`src/rtl/popcount_pkg.sv`:
```
// Shared constants and helpers for the 32-input popcount datapath.
package popcount_pkg;

    localparam int unsigned POP_WORD_W  = 32;
    localparam int unsigned POP_CNT_W   = 6;
    localparam int unsigned POP_CNT_MAX = 32;

    // Ones-count of one 32-bit word (0..32).
    typedef logic [POP_CNT_W-1:0] pop_cnt_t;

    // Accumulator width that holds POP_CNT_MAX * frame_len without overflow.
    function automatic int unsigned acc_width(input int unsigned frame_len);
        return $clog2(POP_CNT_MAX * frame_len + 1);
    endfunction

endpackage

```
`src/rtl/popcount_out_reg.sv`:
```
// One-entry result register with valid/ready handshake.
// A load always wins over a consume in the same cycle, so close+consume
// back-to-back keeps out_valid_o high with no gap.
module popcount_out_reg
    import popcount_pkg::*;
#(
    parameter int unsigned ACC_W = 10,
    parameter int unsigned WC_W  = 5
) (
    input  logic             clk,
    input  logic             rst_n,
    input  logic             load_i,
    input  logic [ACC_W-1:0] load_sum_i,
    input  logic [WC_W-1:0]  load_words_i,
    input  logic             load_over_i,
    output logic             load_ready_o,
    output logic             out_valid_o,
    input  logic             out_ready_i,
    output logic [ACC_W-1:0] out_sum_o,
    output logic [WC_W-1:0]  out_words_o,
    output logic             out_over_o
);

    logic             valid_q, valid_d;
    logic [ACC_W-1:0] sum_q, sum_d;
    logic [WC_W-1:0]  words_q, words_d;
    logic             over_q, over_d;
    logic             consume;

    // Register is free when empty or being drained this cycle.
    always_comb begin
        consume      = valid_q && out_ready_i;
        load_ready_o = !valid_q || out_ready_i;
    end

    // Load/consume arbitration; payload only changes on a load.
    always_comb begin
        valid_d = valid_q;
        sum_d   = sum_q;
        words_d = words_q;
        over_d  = over_q;
        if (load_i) begin
            valid_d = 1'b1;
            sum_d   = load_sum_i;
            words_d = load_words_i;
            over_d  = load_over_i;
        end else if (consume) begin
            valid_d = 1'b0;
        end
    end

    // Result state; a pending result is dropped on reset.
    always_ff @(posedge clk or negedge rst_n) begin
        if (!rst_n) begin
            valid_q <= 1'b0;
            sum_q   <= '0;
            words_q <= '0;
            over_q  <= 1'b0;
        end else begin
            valid_q <= valid_d;
            sum_q   <= sum_d;
            words_q <= words_d;
            over_q  <= over_d;
        end
    end

    // Drive outputs straight from the registers.
    always_comb begin
        out_valid_o = valid_q;
        out_sum_o   = sum_q;
        out_words_o = words_q;
        out_over_o  = over_q;
    end

endmodule

```
`src/rtl/popcount_frame_accumulator.sv`:
```
// Sums per-word popcounts over a frame and publishes frame total, word
// count and threshold flag through a one-entry output register.
module popcount_frame_accumulator
    import popcount_pkg::*;
#(
    parameter int unsigned CNT_W     = POP_CNT_W,
    parameter int unsigned FRAME_LEN = 16,
    parameter int unsigned ACC_W     = acc_width(FRAME_LEN),
    parameter int unsigned WC_W      = $clog2(FRAME_LEN + 1),
    parameter int unsigned THRESH    = 256
) (
    input  logic             clk,
    input  logic             rst_n,
    input  logic             in_valid,
    output logic             in_ready,
    input  logic [CNT_W-1:0] in_count,
    input  logic             in_last,
    output logic             out_valid,
    input  logic             out_ready,
    output logic [ACC_W-1:0] out_sum,
    output logic [WC_W-1:0]  out_words,
    output logic             out_over,
    output logic             err_range
);

    logic [ACC_W-1:0] acc_q, acc_d;
    logic [WC_W-1:0]  wcnt_q, wcnt_d;
    logic             err_q, err_d;

    logic             accept;
    logic             close;
    logic             over_range;
    pop_cnt_t         cnt_clamped;
    logic [ACC_W-1:0] sum_next;
    logic [WC_W-1:0]  words_next;
    logic             over_next;
    logic             load_ready;

    // Clamp, frame-close detection and the running sum including this word.
    always_comb begin
        accept      = in_valid && in_ready;
        over_range  = in_count > CNT_W'(POP_CNT_MAX);
        cnt_clamped = over_range ? pop_cnt_t'(POP_CNT_MAX) : pop_cnt_t'(in_count);
        sum_next    = acc_q + ACC_W'(cnt_clamped);
        words_next  = wcnt_q + WC_W'(1);
        // in_last on the last slot of a full frame still closes just once.
        close       = accept && (in_last || (wcnt_q == WC_W'(FRAME_LEN - 1)));
        over_next   = 32'(sum_next) >= THRESH;
    end

    // Accumulator, word counter and sticky range error next-state.
    always_comb begin
        acc_d  = acc_q;
        wcnt_d = wcnt_q;
        err_d  = err_q || (accept && over_range);
        if (close) begin
            acc_d  = '0;
            wcnt_d = '0;
        end else if (accept) begin
            acc_d  = sum_next;
            wcnt_d = words_next;
        end
    end

    // Frame state; a partial frame is discarded on reset.
    always_ff @(posedge clk or negedge rst_n) begin
        if (!rst_n) begin
            acc_q  <= '0;
            wcnt_q <= '0;
            err_q  <= 1'b0;
        end else begin
            acc_q  <= acc_d;
            wcnt_q <= wcnt_d;
            err_q  <= err_d;
        end
    end

    // Input stalls whenever the result register cannot take a new frame.
    always_comb begin
        in_ready  = load_ready;
        err_range = err_q;
    end

    popcount_out_reg #(
        .ACC_W (ACC_W),
        .WC_W  (WC_W)
    ) u_out_reg (
        .clk          (clk),
        .rst_n        (rst_n),
        .load_i       (close),
        .load_sum_i   (sum_next),
        .load_words_i (words_next),
        .load_over_i  (over_next),
        .load_ready_o (load_ready),
        .out_valid_o  (out_valid),
        .out_ready_i  (out_ready),
        .out_sum_o    (out_sum),
        .out_words_o  (out_words),
        .out_over_o   (out_over)
    );

endmodule

```
`config.mk`:
```
export PLATFORM = sky130hd
export DESIGN_NAME = popcount_frame_accumulator
export DESIGN_NICKNAME = d
export VERILOG_FILES = /design/src/rtl/popcount_pkg.sv /design/src/rtl/popcount_out_reg.sv /design/src/rtl/popcount_frame_accumulator.sv
export SDC_FILE = /design/constraint.sdc
export NUM_CORES = 1
export LEC_CHECK = 0
export CAP_MARGIN = 20
export CORE_AREA = 2 2 58 71
export DETAILED_ROUTE_END_ITERATION = 12
export DIE_AREA = 0 0 60 73
export PLACE_DENSITY = 0.73
export SYNTH_ARGS = -nofsm -noshare
export SYNTH_HDL_FRONTEND = slang
export SYNTH_SLANG_ARGS = --single-unit
```
`constraint.sdc`:
```
create_clock -name clk -period 1.8 [get_ports clk]
set_input_delay 0.36 -clock clk [delete_from_list [all_inputs] [get_ports clk]]
set_output_delay 0.36 -clock clk [all_outputs]
set_load 0.05 [all_outputs]
```
## Yosys cells after proc, flatten, opt, wreduce, memory -nomap -nowiden

Index checks and enable logic that the tools add are counted.

- Latch bits: 0
- Memory bits (writable): 0
- Register bits after elaboration: 33
- Memories kept: 0
- Bits of input ports: 11
- Output and inout bits: 19
- Bits in read-only memories: 0

- Magnitude comparators: 2
- Div/mod/pow operators: 0
- $add $sub $neg: 2
- Equality and inequality tests: 1
- Multipliers: 0
- Bitwise gates (word level): 0
- Muxes and demuxes: 7
- Shift operators: 0
- Reduce and logical (&&, ||, !) cells: 10

Operator list:

| cell | count |
|---|---|
| 10-bit 2-to-1 mux | 2 |
| 10-bit by 6-bit adder with 10-bit output | 1 |
| 10-bit by 9-bit greater-or-equal comparator with 1-bit output, second input constant | 1 |
| 5-bit 2-to-1 mux | 2 |
| 6-bit greater-than comparator, second input constant | 1 |
| 6-bit 2-to-1 mux | 1 |
| 5-bit by 1-bit adder with 5-bit output, second input constant | 1 |
| 5-bit by 4-bit == test with 1-bit output, second input constant | 1 |
| 1-bit logical AND | 4 |
| 2-bit nonzero test | 2 |
| 1-bit logical OR | 3 |
| 1-bit 2-to-1 mux | 2 |
| 1-bit zero test | 1 |

## Longest topological paths before layout

- Depth in word-level cells: 5
- Mapped depth: 9

## Hierarchy

From an unflattened synthesis, not the netlist that was laid out.

- Cell total of the unflattened synthesis: 152
- Area, all modules: 1746.7 um^2

Modules (own cells, without submodules):

| module | area each (um^2) | cells each | instances |
|---|---|---|---|
| popcount_frame_accumulator | 1063.5 | 115 | 1 |
| popcount_out_reg | 683.2 | 37 | 1 |

## Least setup slack after synthesis

No wires, ideal clock.

- Kind: input -> register
- Start: in in_count[0]
- End: reg acc_q[8]
- Slack: -275 ps
- Data arrival time: 1954 ps
- Data required time: 1679 ps
- Setup time: 121 ps
- Cell stages on the path: 9
- Cells stage by stage: nor2b_1 -> ha_1 -> inv_1 -> fa_1 -> and2b_1 -> o2111ai_1 -> a21oi_2 -> o21ai_0 -> a22o_1

- Cells in the longest elaborated chain, start to end: 5

RTL lines:

| element | line | RTL |
|---|---|---|
| start, declared | popcount_frame_accumulator.sv:16 | `input logic [CNT_W-1:0] in_count,` |
| 6-bit greater-than comparator | popcount_frame_accumulator.sv:42 | `over_range = in_count > CNT_W'(POP_CNT_MAX);` |
| 6-bit 2-to-1 mux (*) | popcount_frame_accumulator.sv:43 | `cnt_clamped = over_range ? pop_cnt_t'(POP_CNT_MAX) : pop_cnt_t'(in_count);` |
| 10-bit by 6-bit adder with 10-bit output (*) | popcount_frame_accumulator.sv:44 | `sum_next = acc_q + ACC_W'(cnt_clamped);` |
| 10-bit 2-to-1 mux (*) | popcount_frame_accumulator.sv:59 | `end else if (accept) begin` |
| 10-bit 2-to-1 mux (*) | popcount_frame_accumulator.sv:56 | `if (close) begin` |
| end signal, assigned | popcount_frame_accumulator.sv:68 | `acc_q <= '0;` |
| end signal, assigned | popcount_frame_accumulator.sv:72 | `acc_q <= acc_d;` |
| end, declared | popcount_frame_accumulator.sv:26 | `logic [ACC_W-1:0] acc_q, acc_d;` |

Mark *: on every way between the ends. The rest lies on a longest branch, timed or not. The select of a mux whose other input is x is not followed.
A chain may end at the register's enable or synchronous reset.

## Worst setup path after layout

- Start: reg acc_q[0]
- End: reg acc_q[8]

- Cells in the longest elaborated chain, start to end: 3

RTL lines:

| element | line |
|---|---|
| 10-bit by 6-bit adder with 10-bit output | popcount_frame_accumulator.sv:44 |
| 10-bit 2-to-1 mux | popcount_frame_accumulator.sv:59 |
| 10-bit 2-to-1 mux | popcount_frame_accumulator.sv:56 |

No other way between the ends. The select of a mux whose other input is x is not followed.

==> metrics <==
number of DRC markers in iteration 0=58; R2R depth=8; clock latency on the worst-skew pair=around 0.30 ns; Post-synth EDFFs=0; Slew @ Worst Pin=0.4358 ns; skew final=0.01097 ns; final wirelength=4469 um; commonest cells after routing, fill and taps aside=buf_4, dfrtp_1, nand2_1; starting density of the core=0.4403; unrepaired setup endpoints after global routing=true; PortBufs=29; multi-input combinational cell area=987.2 sq um; vias in the first global route=1486; Clock transition at path regs=approximately 0.08 ns; num rows=25; clk buf depth=2; VDD IR-drop max=0.0005916 V; Ys Warns=0; Cell Pwr Density=between 900 and 1000 nW/um^2; CTS buffer count=5; Die H=about 73 um; initial antenna violation count=0; Chip Width=60 um; antenna viol nets, final=0; CTS Hold Buffers Added=0; Post-Synthesis Cell Area=approximately 1700 sq um; worst hold path depth=4; Yosys reg bits=33; via count=1475; layout filler cell count=between 200 and 300; CTS tree=built; DRT Pass-1 Iters=4; Required @ worst endpoint=about 2.0 ns; die area=4380 sq um; hold crit path type=input port to register; worst rel slew slack=0.7095; RR Startpoint=acc_q[0]$_DFFE_PN0P_; Cells after Synth=between 150 and 200; leakage=1.188 nW; final period utilization=1.069; Sink Count=33; Setup violations, final=7; RR Endpoint=acc_q[8]$_DFFE_PN0P_; Critical Path Fanout Max=3; Synth Area per Inst=roughly 9.9 sq um; H-Tree Level Count=2; Non-Filler Instances=292; first-pass GRT wire length=6796 um; Top Ports=30; total track usage=0.2149; DRC errors left=0; Seq/Total Area, Yosys=0.4955; PnR worst setup slack=-0.1236 ns; HP Start=in_count[1]; layout cells sized above 1=0.4160; DP Cell Count=279; Max Slew Vio Count=0; Crit Path Category=register to register; hold endpoint=err_range$_DFF_PN0_; Primary FF master, synth=dfrtp_1; setup_tns=-0.5318 ns; nets=257; largest net degree at the start of global routing=34; DP HPWL=3017 um; endpoints failing hold=0; r2r setup slk=-0.12 ns; arrival time worst endpoint=~2.1 ns; core area=between 3000 and 4000 sq um; MaxCap Viol Count=0; synth unique cells=35; CP Capture Type=register; vias per cell=5.051; ant diodes=0; Clock Tree Root=clkbuf_8; global route total overflow=0; post-layout util=0.6797; RD Place Congestion=0.8332; failing checks=negative setup slack; DR WL/cell=15.30 um; min Tclk post-route=roughly 1.9 ns; Area growth, synth to finish=54.35%; outcome=complete, but fails checks; syn nets=approximately 190; register area=827.0 sq um; Peak Freq=around 520 MHz; Synth async-reset ratio=1.000; critical path launch point type=register; commonest non-fill, non-tap cell in the layout=buf_4
==> final cells by class <==
cell class / instances / share of cell area
clock buffer: 7 / 0.03745
inverter: 8 / 0.01167
clock inverter: 1 / 0.001946
multi-input combinational: 122 / 0.3838
sequential: 33 / 0.3215
timing repair buffer: 67 / 0.2174
tap: 54 / 0.02626
==> sequential cells by signal (all words and copies together), names as in the netlist <==
signal	count
err_range	1
wcnt_q	5
u_out_reg.out_sum_o	10
u_out_reg.out_over_o	1
u_out_reg.out_words_o	5
u_out_reg.out_valid_o	1
acc_q	10
==> routing by layer <==
metal	vias to the layer above	global-route usage	share of wire
met3	10	0.03901	0.035
met1	707	0.2441	0.40
met5	-	0	0
li1	719	-	-
met4	0	0.1037	0.026
met2	39	0.3780	0.54
==> timing repair <==
| action | 4_1_cts | 5_1_grt |
|---|---|---|
| endpoints found under the setup margin | 22 | 30 |
| resized for setup | 26 | 25 |
| gates cloned | 0 | 0 |
| setup buffers | 4 | 1 |
| pin swaps | 17 | 13 |
==> cells in the mapped netlist (all sizes together), types with 2 or more instances <==
library cell  number  area (sq um)
a21oi              5         28.78
a22o               7         61.31
and3               2         12.51
buf                4         20.02
dfrtp             33         825.8
ha                 8         100.1
inv                8         30.03
nand2             31         116.4
nand3              2         10.01
nor2               7         26.28
nor2b              6         37.54
nor3               2         15.01
o211ai             4         40.03
o21a               2         15.01
o21ai             21         108.9
o22ai              2         12.51
or3                2         12.51
xnor2              8         70.07
xor2               2         17.52
==> critical path, cell delays in order (launching register included) <==
cell,delay (ns)
dfrtp_1,0.40
ha_4,0.15
inv_2,0.03
fa_2,0.33
and2b_2,0.26
o2111ai_4,0.13
a21oi_4,0.21
o21ai_1,0.08
a22o_1,0.20
==> worst max path at each step <==
stage                          from                    to  slack [ns]  cells after the start
6_report       acc_q[0]$_DFFE_PN0P_  acc_q[8]$_DFFE_PN0P_       -0.12                      8
3_3_place_gp            in_count[0]  acc_q[8]$_DFFE_PN0P_       -0.71                     10
5_1_grt        acc_q[0]$_DFFE_PN0P_  acc_q[8]$_DFFE_PN0P_       -0.19                      8
4_1_cts        acc_q[0]$_DFFE_PN0P_  acc_q[8]$_DFFE_PN0P_       -0.11                      8
3_5_place_dp            in_count[0]  acc_q[8]$_DFFE_PN0P_       -0.77                     10
2_1_floorplan           in_count[0]  acc_q[8]$_DFFE_PN0P_       -0.18                      9
==> through the flow <==
step	setup slack (ns)	hold WS [ns]	power (mW)	cell area, sq um
2_1_floorplan	-0.1787	0.06441	1.472	1699
3_3_place_gp	-0.7096	0.4614	1.811	2258
3_5_place_dp	-0.7737	0.4657	1.837	2258
4_1_cts	-0.1067	0.4783	2.492	2450
5_1_grt	-0.1925	0.4661	2.678	2572
6_report	-0.1236	0.4415	2.553	2572
==> power breakdown <==
group          internal (mW)  leakage, nW  switching (mW)
clock network          0.346       0.0542           0.282
logic                  0.411        0.701           0.584
registers              0.853        0.432          0.0773
total                   1.61         1.19           0.944
==> cells by family after synthesis <==
logic type                 share of synthesized area
xor gates and xnor gates                     0.05256
buffers and inverters                        0.03228
muxes                                       0.006756
adders and majority gates                    0.07207
and+or+nand+nor                               0.1502
AOI/OAI and AO/OA                             0.1907
DFF                                           0.4955
Power figures use the tool's default switching activity.
